`src/rtl/dvi_tmds_pkg.sv`:
```
// Shared TMDS definitions: symbol width, the four control tokens and the
// receive alignment state encoding. Also used by the TX encoder.
package dvi_tmds_pkg;

  localparam int SYM_W = 10;

  localparam logic [SYM_W-1:0] TOK_C00 = 10'h354;
  localparam logic [SYM_W-1:0] TOK_C01 = 10'h0AB;
  localparam logic [SYM_W-1:0] TOK_C10 = 10'h154;
  localparam logic [SYM_W-1:0] TOK_C11 = 10'h2AB;

  typedef enum logic {
    SEARCH = 1'b0,
    LOCKED = 1'b1
  } tmds_state_e;

  function automatic logic tmds_is_token(input logic [SYM_W-1:0] s);
    return (s == TOK_C00) || (s == TOK_C01) || (s == TOK_C10) || (s == TOK_C11);
  endfunction

endpackage

```
`src/rtl/dvi_rx_tmds_decoder_if.sv`:
```
// Per-lane bus between the deserializer / downstream pixel logic and the
// TMDS decoder. master = lane user, slave = decoder.
interface dvi_rx_tmds_decoder_if;
  import dvi_tmds_pkg::*;

  logic [SYM_W-1:0] tmds_word;
  logic [7:0]       data;
  logic [1:0]       ctrl;
  logic             de;
  logic             locked;
  logic [3:0]       bit_offset;
  logic [15:0]      relock_count;

  modport master (
    output tmds_word,
    input  data, ctrl, de, locked, bit_offset, relock_count
  );

  modport slave (
    input  tmds_word,
    output data, ctrl, de, locked, bit_offset, relock_count
  );

endinterface

```
`src/rtl/dvi_tmds_symbol_decode.sv`:
```
// Combinational TMDS symbol decode: control tokens to C1:C0, otherwise the
// 8b transition-minimised payload is recovered and de is raised.
module dvi_tmds_symbol_decode
  import dvi_tmds_pkg::*;
(
  input  logic [SYM_W-1:0] sym_i,
  input  logic [1:0]       ctrl_prev_i,
  output logic             de_o,
  output logic [1:0]       ctrl_o,
  output logic [7:0]       data_o
);

  logic [7:0] x;

  assign x = sym_i[9] ? ~sym_i[7:0] : sym_i[7:0];

  always_comb begin
    de_o      = 1'b1;
    ctrl_o    = ctrl_prev_i;
    data_o[0] = x[0];
    // bit 8 selects XOR (1) or XNOR (0) chaining used by the encoder
    for (int i = 1; i < 8; i++) begin
      data_o[i] = sym_i[8] ? (x[i] ^ x[i-1]) : ~(x[i] ^ x[i-1]);
    end
    case (sym_i)
      TOK_C00: begin de_o = 1'b0; ctrl_o = 2'b00; data_o = '0; end
      TOK_C01: begin de_o = 1'b0; ctrl_o = 2'b01; data_o = '0; end
      TOK_C10: begin de_o = 1'b0; ctrl_o = 2'b10; data_o = '0; end
      TOK_C11: begin de_o = 1'b0; ctrl_o = 2'b11; data_o = '0; end
      default: ;
    endcase
  end

endmodule

```
`src/rtl/dvi_rx_tmds_decoder.sv`:
```
// DVI RX TMDS lane: word alignment by control-token search plus symbol decode.
// Optional lock-loss counter enabled by defining DVI_RX_RELOCK_CNT_EN.
module dvi_rx_tmds_decoder
  import dvi_tmds_pkg::*;
#(
  parameter int TOKEN_COUNT   = 8,
  parameter int SEARCH_CYCLES = 4096,
  parameter int LOCK_TIMEOUT  = 65536
) (
  input logic          pixel_clock,
  input logic          reset_n,
  dvi_rx_tmds_decoder_if.slave bus
);

  localparam int CYC_MAX = (LOCK_TIMEOUT > SEARCH_CYCLES) ? LOCK_TIMEOUT : SEARCH_CYCLES;
  localparam int CYC_W   = $clog2(CYC_MAX);
  localparam int TOK_W   = $clog2(TOKEN_COUNT + 1);

  localparam logic [TOK_W-1:0] TOK_LOCK    = TOK_W'(TOKEN_COUNT);
  localparam logic [CYC_W-1:0] SEARCH_LAST = CYC_W'(SEARCH_CYCLES - 1);
  localparam logic [CYC_W-1:0] LOCK_LAST   = CYC_W'(LOCK_TIMEOUT - 1);

  logic [SYM_W-1:0] new_q, old_q, sym_d, sym_q;
  tmds_state_e      state_q, state_d;
  logic [TOK_W-1:0] tok_cnt_q, tok_cnt_d;
  logic [CYC_W-1:0] cyc_q, cyc_d;
  logic [3:0]       off_q, off_d;
  logic             sym_tok;
  logic             dec_de;
  logic [1:0]       dec_ctrl;
  logic [7:0]       dec_data;
  logic [7:0]       data_q;
  logic [1:0]       ctrl_q;
  logic             de_q;

  // Older word holds the earlier bits, so offset 0 is the older word as-is.
  assign sym_d   = SYM_W'({new_q, old_q} >> off_q);
  assign sym_tok = tmds_is_token(sym_q);

  dvi_tmds_symbol_decode u_dec (
    .sym_i       (sym_q),
    .ctrl_prev_i (ctrl_q),
    .de_o        (dec_de),
    .ctrl_o      (dec_ctrl),
    .data_o      (dec_data)
  );

  always_comb begin
    state_d   = state_q;
    tok_cnt_d = tok_cnt_q;
    cyc_d     = cyc_q;
    off_d     = off_q;
    case (state_q)
      SEARCH: begin
        // a completed token run takes priority over the dwell timer
        if (tok_cnt_q == TOK_LOCK) begin
          state_d   = LOCKED;
          tok_cnt_d = '0;
          cyc_d     = '0;
        end else if (cyc_q == SEARCH_LAST) begin
          off_d     = (off_q == 4'd9) ? 4'd0 : off_q + 4'd1;
          tok_cnt_d = '0;
          cyc_d     = '0;
        end else begin
          cyc_d     = cyc_q + CYC_W'(1);
          tok_cnt_d = sym_tok ? tok_cnt_q + TOK_W'(1) : '0;
        end
      end
      LOCKED: begin
        if (sym_tok) begin
          cyc_d = '0;
        end else if (cyc_q == LOCK_LAST) begin
          state_d   = SEARCH;
          tok_cnt_d = '0;
          cyc_d     = '0;
        end else begin
          cyc_d = cyc_q + CYC_W'(1);
        end
      end
      default: state_d = SEARCH;
    endcase
  end

  always_ff @(posedge pixel_clock or negedge reset_n) begin
    if (!reset_n) begin
      new_q  <= '0;
      old_q  <= '0;
      sym_q  <= '0;
      data_q <= '0;
      ctrl_q <= '0;
      de_q   <= 1'b0;
    end else begin
      new_q  <= bus.tmds_word;
      old_q  <= new_q;
      sym_q  <= sym_d;
      data_q <= dec_data;
      ctrl_q <= dec_ctrl;
      de_q   <= dec_de & (state_d == LOCKED);
    end
  end

  always_ff @(posedge pixel_clock or negedge reset_n) begin
    if (!reset_n) begin
      state_q   <= SEARCH;
      tok_cnt_q <= '0;
      cyc_q     <= '0;
      off_q     <= '0;
    end else begin
      state_q   <= state_d;
      tok_cnt_q <= tok_cnt_d;
      cyc_q     <= cyc_d;
      off_q     <= off_d;
    end
  end

`ifdef DVI_RX_RELOCK_CNT_EN
  logic [15:0] relock_q, relock_d;

  assign relock_d = ((state_q == LOCKED) && (state_d == SEARCH) && (relock_q != 16'hFFFF))
                    ? relock_q + 16'd1 : relock_q;

  always_ff @(posedge pixel_clock or negedge reset_n) begin
    if (!reset_n) relock_q <= '0;
    else          relock_q <= relock_d;
  end

  assign bus.relock_count = relock_q;
`else
  assign bus.relock_count = '0;
`endif

  assign bus.data       = data_q;
  assign bus.ctrl       = ctrl_q;
  assign bus.de         = de_q;
  assign bus.locked     = (state_q == LOCKED);
  assign bus.bit_offset = off_q;

endmodule

```
`src/flat_wrapper.sv`:
```
// flat-port wrapper written by rule: the top's interface ports become plain ports
module dvi_rx_tmds_decoder_flat import dvi_tmds_pkg::*;
#(
  parameter int TOKEN_COUNT   = 8,
  parameter int SEARCH_CYCLES = 4096,
  parameter int LOCK_TIMEOUT  = 65536
)
  (pixel_clock, reset_n, bus_tmds_word, bus_data, bus_ctrl, bus_de, bus_locked, bus_bit_offset, bus_relock_count);
  dvi_rx_tmds_decoder_if bus_i ();
  input logic pixel_clock;
  input logic reset_n;
  input wire logic [$bits(bus_i.tmds_word)-1:0] bus_tmds_word;
  output wire logic [$bits(bus_i.data)-1:0] bus_data;
  output wire logic [$bits(bus_i.ctrl)-1:0] bus_ctrl;
  output wire logic [$bits(bus_i.de)-1:0] bus_de;
  output wire logic [$bits(bus_i.locked)-1:0] bus_locked;
  output wire logic [$bits(bus_i.bit_offset)-1:0] bus_bit_offset;
  output wire logic [$bits(bus_i.relock_count)-1:0] bus_relock_count;
  assign bus_i.tmds_word = bus_tmds_word;
  assign bus_data = bus_i.data;
  assign bus_ctrl = bus_i.ctrl;
  assign bus_de = bus_i.de;
  assign bus_locked = bus_i.locked;
  assign bus_bit_offset = bus_i.bit_offset;
  assign bus_relock_count = bus_i.relock_count;
  dvi_rx_tmds_decoder #(.TOKEN_COUNT(TOKEN_COUNT), .SEARCH_CYCLES(SEARCH_CYCLES), .LOCK_TIMEOUT(LOCK_TIMEOUT)) u_core (.pixel_clock(pixel_clock), .reset_n(reset_n), .bus(bus_i));
endmodule
```
`config.mk`:
```
export PLATFORM = sky130hd
export DESIGN_NAME = dvi_rx_tmds_decoder_flat
export DESIGN_NICKNAME = d
export VERILOG_FILES = /design/src/rtl/dvi_tmds_pkg.sv /design/src/rtl/dvi_rx_tmds_decoder_if.sv /design/src/rtl/dvi_tmds_symbol_decode.sv /design/src/rtl/dvi_rx_tmds_decoder.sv /design/src/flat_wrapper.sv
export SDC_FILE = /design/constraint.sdc
export NUM_CORES = 1
export LEC_CHECK = 0
export ABC_AREA = 1
export BUFFER_PORTS_ARGS = -buffer_cell sky130_fd_sc_hd__buf_2
export CAP_MARGIN = 10
export CORE_UTILIZATION = 58
export CTS_CLUSTER_DIAMETER = 120
export CTS_CLUSTER_SIZE = 24
export DETAILED_ROUTE_END_ITERATION = 12
export PLACE_DENSITY = 0.79
export SKIP_LAST_GASP = 1
export SLEW_MARGIN = 10
export SYNTH_ARGS = -nofsm -noshare
export SYNTH_HDL_FRONTEND = slang
export SYNTH_SLANG_ARGS = --single-unit
```
`constraint.sdc`:
```
create_clock -name pixel_clock -period 1.6 [get_ports pixel_clock]
set_input_delay 0.08 -clock pixel_clock [delete_from_list [all_inputs] [get_ports pixel_clock]]
set_output_delay 0.08 -clock pixel_clock [all_outputs]
set_load 0.02 [all_outputs]
```
# Yosys cells after proc, flatten, opt, wreduce, memory -nomap -nowiden
# Index checks and enable logic that the tools add are counted.
# totals
register_bits,66
latchBits,0
mem_bits_rw,0
mem_bits_ro,0
in_bits,12
out_inout_bits,32
mem_count,0
# op_classes
n_addsub,3
mul,0
div,0
n_lt_le_gt_ge,0
eq_ne,10
shift,1
n_mux,27
bitwise_logic,18
n_reduce_logical,7
# ops
operator,count
16-bit 2-to-1 mux,4
16-bit case mux with 2 select lines,1
4-bit 2-to-1 mux,6
10-bit equality test (second input constant),2
20-bit by 4-bit >> shifter with 10-bit output,1
16-bit by 1-bit adder with 16-bit output (second input constant),1
16-bit by 12-bit equality test with 1-bit output (second input constant),1
16-bit equality test (second input constant),1
8-bit 2-to-1 mux,2
1-bit 2-to-1 mux,11
10-bit by 8-bit equality test with 1-bit output (second input constant),1
10-bit by 9-bit equality test with 1-bit output (second input constant),1
1-bit inverter,9
4-bit by 1-bit adder with 4-bit output (second input constant),2
4-bit equality test (second input constant),2
8-bit inverter,1
2-bit case mux with 4 select lines,1
4-bit case mux with 2 select lines,1
1-bit XOR,7
2-bit inequality test (second input constant),2
4-bit nonzero test,1
4-bit OR reduction,1
1-bit logical OR,3
3-bit AND reduction,1
3 further kinds,3

# Longest topological paths before layout
# logic_depth
depth_word,8
ltp_mapped,11
ltp_nobuf,11

# Hierarchy
# From an unflattened synthesis, not the netlist that was laid out.
# unflattened
cells_unflattened,485
hier_area_um2,3856.2
# by_module_without_submodules
module,instances,cells_per_inst,area_each_um2
dvi_rx_tmds_decoder,1,406,3424.5
dvi_tmds_symbol_decode,1,79,431.7

# Least setup slack after synthesis
# Ideal clock, no wire load.
# synth_timing
path_kind,reg2reg
startpoint,reg u_core.cyc_q[0]
endpoint,reg u_core.cyc_q[11]
setup_time_ns,0.123
t_arrival_ns,1.313
required_ns,1.477
path_slack_ns,0.164
stages_incl_launch_ff,8
n_path_buf,1
synth_period_minus_slack_ns,1.436
cell_sequence,dfrtp_1 -> ha_1 -> nand2_2 -> nor2_8 -> nand4_4 -> nand2_4 -> buf_8 -> a21oi_1
# synth_via
elab_chain_len,4
elab_cells_between_ends,8
cone_classes,add/sub (1); eq/ne (2); mux (5)
# synth_rtl
item,line_no,source
"start, declared",dvi_rx_tmds_decoder.sv:26,"logic [CYC_W-1:0] cyc_q, cyc_d;"
"start signal, assigned",dvi_rx_tmds_decoder.sv:111,cyc_q <= cyc_d;
"16-bit by 1-bit adder with 16-bit output, or another cell as far along","dvi_rx_tmds_decoder.sv:65, dvi_rx_tmds_decoder.sv:77",
"16-bit 2-to-1 mux, on equally long branches","dvi_rx_tmds_decoder.sv:72, dvi_rx_tmds_decoder.sv:60",
"16-bit 2-to-1 mux, on equally long branches","dvi_rx_tmds_decoder.sv:70, dvi_rx_tmds_decoder.sv:56",
16-bit case mux with 2 select lines *,dvi_rx_tmds_decoder.sv:53,case (state_q)
via u_core.cyc_d[11],dvi_rx_tmds_decoder.sv:26,
# The timed path passes the listed nets; every way through them passes the cells marked *.
# A chain may end at the register's enable or synchronous reset.

# Worst setup path in the final report
# layout_timing
startpoint,reg u_core.tok_cnt_q[0]
endpoint,reg u_core.tok_cnt_q[0]
# layout_via
elab_chain_len,5
elab_cells_between_ends,6
cone_classes,add/sub (1); eq/ne (1); mux (4)
# layout_rtl
item,line_no,source
"start, declared",dvi_rx_tmds_decoder.sv:25,"logic [TOK_W-1:0] tok_cnt_q, tok_cnt_d;"
"start signal, assigned",dvi_rx_tmds_decoder.sv:110,tok_cnt_q <= tok_cnt_d;
4-bit by 1-bit adder with 4-bit output,dvi_rx_tmds_decoder.sv:66,tok_cnt_d = sym_tok ? tok_cnt_q + TOK_W'(1) : '0;
4-bit 2-to-1 mux,dvi_rx_tmds_decoder.sv:66,
4-bit 2-to-1 mux,dvi_rx_tmds_decoder.sv:60,end else if (cyc_q == SEARCH_LAST) begin
4-bit 2-to-1 mux *,dvi_rx_tmds_decoder.sv:56,if (tok_cnt_q == TOK_LOCK) begin
4-bit case mux with 2 select lines *,dvi_rx_tmds_decoder.sv:53,
# Every way passes the cells marked *; elsewhere a longest branch is shown, timed or not.

==> flow_results.org <==
** Routing
- Post-DR wirelength/cell :: 13.2 um
- The first detailed-routing pass ran for 4 iterations.
- The first routing iteration left 153 violations.
- Total number of vias :: 3165
- Per-cell via count in the routed design :: 5.31
- The routed design has 7.86 mm of wire.
- The detail route stage leaves a number of antenna-violating nets equal to 0.
- Wire segments on met3 add up to 418 um in the final route.
- # DRC :: 0
- Routed met2 length :: 3.67 mm
- For this block, wires on met1 add up to 3.68 mm.
- The highest layer touched by signal routing is met4.

** Placement
- Post-detailed-placement half-perimeter wirelength :: 5.41 mm
- Routability-driven placement finished with a final weighted congestion of 0.927.
- Area of placed instances :: 3900 um2
- Input and output buffers added on the ports amount to 27.

** Timing
- Setup violations remaining at the end of the flow were counted as 0.
- In the finished design, the share of the clock period the worst path needs comes to 96.7%.
- The final max-slew violation count came to 0.
- Setup repair after global routing missed its margin :: yes
- Counting I/O delays and the setup requirement, the final critical path takes 1.55 ns.
- Final count of hold timing violations :: 0
- Clock skew :: 0.00707 ns
- Hold is met by 0.285 ns.
- Static timing analysis puts the maximum clock frequency at 0.646 GHz.

** Global route
- Largest net degree at the start of global routing :: 67
- The first global-routing pass estimated 12.5 mm of wire.
- Number of antenna violations at the first check in global routing :: 0
- Global-route usage over all layers :: 24.7%
- Global routing finished with a remaining overflow of 0.
- Vias in the first global route :: 2790

** Synth
- Synthesis produced 466 cells.
- For this run, the register share of the synthesized area comes to 44.2%.
- Summing the areas of all compound-gate instances in the mapped netlist gives 5.56% of the synthesized area.
- Top area cells in the synthesized netlist :: dfrtp_1 (44%), nand2_1 (13%), nand3_1 (10%)
- Share of synthesized cell area in and, or, nand and nor gates :: 31.7%
- Syn Std Cell Area :: 3740 um2
- Dominant combinational cell family by area after synthesis :: simple AND/OR/NAND/NOR gates
- Number of enable-type register cells in the synthesized netlist :: 0
- Proportion of synthesized flip-flops having asynchronous set or reset :: 100%
- In this run, synthesis produced a sequential element count of 66.
- In this run, distinct cell masters in the synthesized netlist total 30.
- Proportion of netlist area held by the largest area contributor :: 44.2%
- Synthesized area divided by synthesized cell count :: 8.02 um2
- Summing the areas of all xor and xnor instances in the mapped netlist gives 4.92% of the synthesized area.
- Of the total synthesized cell area, the portion taken by full adders, half adders and majority gates is 3.68%.
- Ys flop type :: dfrtp_1
- Biggest area consumer among synthesized cells :: dfrtp_1
- The Yosys step of the flow raised 0 warnings.
- Fraction of synthesized area in multiplexers :: 0%

** Status
- The flow ran to the end, and the final reports show no timing, DRC or antenna violations.

** Hold path
- The tightest min-delay check is of the in -> async type.

** Floorplanning
- For this configuration, the core starts out at a cell density of 61.7%.
- Die height :: 82.3 um
- Measured along the x axis, the die boundary spans 82.3 um.
- Number of top-level pins :: 44
- The initialized floorplan defines 28 standard-cell rows.
- Area enclosed by the die boundary :: 6770 um2
- The floorplan step defined a core boundary enclosing 6060 um2.

** Clocking
- The tree is rooted in a clkbuf_8.
- TritonCTS Buffers :: 9
- H-tree depth :: 3
- TritonCTS clock tree :: yes
- The clock drives 66 sinks.
- After clock tree synthesis, the clock-pin slew on the worst setup and hold paths is 0.06 ns.
- No sink is reached through more buffers than the 2 on the longest clock path.
- Clk Latency, worst-skew pair :: 0.33 ns

** Final layout
- The finished cells cover 4280 um2.
- Fraction of the core area covered by cells at the end of the flow :: 70.6%
- The final layout contains 539 nets.
- Of the cells placed in the final design, the portion with a size suffix greater than 1 is 15.0%.
- The repair_antennas step left the layout with diodes totalling 0.
- The library cells used most frequently in the layout, excluding fill and tap cells, are nand2_1 (128), nand3_1 (75), dfrtp_1 (66).
- Most common cell after layout, fill and taps aside :: nand2_1
- Area Overhead vs Synth :: 14.5%

** Critical path
- Sort of element at the start of the critical path :: register
- In this run the critical register-to-register path is captured at u_core.tok_cnt_q[0]$_DFFE_PN0P_.
- Critical path cell sequence :: inv_2 -> ha_1 -> nand2_1 -> o21ai_4 -> inv_4 -> buf_4 -> nand4_1 -> nand2_1
- Category of cells accounting for the largest share of critical-path delay :: flip-flops
- WP buf/inv :: 3
- Kind of critical path :: reg -> reg
- Largest driver fanout on the critical path :: 4
- Count of cells along the worst register-to-register path :: 8
- For this run, the slowest stage of the critical path takes 0.41 ns.
- The largest individual stage delay along the critical path comes from the cell dfrtp_1.
- Critical path arrival :: 1.76 ns
- Across all register-to-register paths, the minimum setup slack is 0.05 ns.
- The startpoint identified for the worst register-to-register timing path is u_core.tok_cnt_q[0]$_DFFE_PN0P_.
- Required time at the worst-slack endpoint :: 1.81 ns
- The most numerous cell type found on the critical path is nand2_1.
- Setup crit end kind :: register

** Power and ir drop
- After layout, the design draws a total of 3.27 mW.
- Peak supply drop :: 0.000532 V
- Dividing total power by cell area gives a power density of 765 nW/um2.
- Static Leakage :: 2.14 nW

** Flow run
- Number of maximum-capacitance violations :: 0
state kept, by name, summed over array words and instances, names as in the netlist:
| name | cells |
|---|---|
| u_core.bus.locked | 1 |
| u_core.tok_cnt_q | 4 |
| u_core.bus.de | 1 |
| u_core.bus.ctrl | 2 |
| u_core.new_q | 10 |
| u_core.cyc_q | 16 |
| u_core.bus.data | 8 |
| u_core.old_q | 10 |
| u_core.sym_q | 10 |
| u_core.bus.bit_offset | 4 |
worst max-delay path by stage:
| stage | start | to | slack (ns) | depth (start not counted) |
|---|---|---|---|---|
| finish | u_core.tok_cnt_q[0]$_DFFE_PN0P_ | u_core.tok_cnt_q[0]$_DFFE_PN0P_ | 0.05 | 8 |
| global route | u_core.cyc_q[0]$_DFF_PN0_ | u_core.cyc_q[14]$_DFF_PN0_ | -0.04 | 8 |
| CTS | u_core.tok_cnt_q[0]$_DFFE_PN0P_ | u_core.cyc_q[14]$_DFF_PN0_ | 0.02 | 9 |
| detailed placement | u_core.sym_q[4]$_DFF_PN0_ | u_core.cyc_q[2]$_DFF_PN0_ | 0.003 | 9 |
| global placement | u_core.sym_q[6]$_DFF_PN0_ | u_core.cyc_q[14]$_DFF_PN0_ | 0.07 | 11 |
| floorplan | u_core.cyc_q[0]$_DFF_PN0_ | u_core.cyc_q[11]$_DFF_PN0_ | 0.16 | 7 |
logic make-up (layout without fill, tap and decap cells):
family,count (synthesis),after routing
flops,66,66
other cells,1,16
compound gates,36,36
simple gates,258,259
fa+ha+maj,11,11
buf+inv,73,112
xor+xnor,21,21
metal layers:
layer	global-route usage [%]	up-vias
met4	8.42	0
li1	-	1578
met3	5.05	13
met1	33.3	1465
met5	0	-
met2	39.5	109
layout make-up:
type / count / area [um2]
timing repair buffer: 54 / 378
clock buffer: 13 / 149
clock inverter: 3 / 15.0
fill: 499 / 1780
tap: 75 / 93.8
multi-input combinational: 343 / 1830
inverter: 42 / 160
sequential: 66 / 1650
synthesized netlist by cell type (2+ instances only):
master	count
inv_1	40
buf_4	16
nor2_1	32
a21oi_1	15
clkbuf_1	7
buf_6	2
o21ai_0	11
dfrtp_1	66
buf_2	5
nand4_1	9
o211ai_1	7
xor2_1	11
nand2_4	3
nand2_1	129
nand3_1	75
nor2_4	3
xnor2_1	10
ha_1	11
nand2_2	3
tightest hold or removal path: cells and delay by family:
family / cells / cell delay, ns
buffers and inverters: 3 / 0.94
report_power, final:
group          switching, mW  total (mW)  leakage, nW  internal (mW)
logic                  0.202       0.319         1.23          0.117
clock network          0.576        1.17       0.0872          0.599
registers             0.0400        1.78        0.819           1.74
repair_timing:
action,CTS,global route
endpoints found under the hold margin,76,0
endpoints found under the setup margin,1,23
setup buffers,0,6
cloned,0,1
gates resized for setup,1,10
hold buffers,11,0
pin swaps,0,5
metrics by stage:
| stage | worst slack, ns | instances | TNS (ns) |
|---|---|---|---|
| 2_1_floorplan | 0.164 | 481 | 0 |
| 4_1_cts | 0.0233 | 589 | 0 |
| 3_5_place_dp | 0.00323 | 562 | 0 |
| 5_1_grt | -0.0407 | 596 | -0.341 |
| 3_3_place_gp | 0.0668 | 562 | 0 |
| 6_report | 0.0528 | 596 | 0 |
Note: power is estimated with default switching activity, not from simulation.
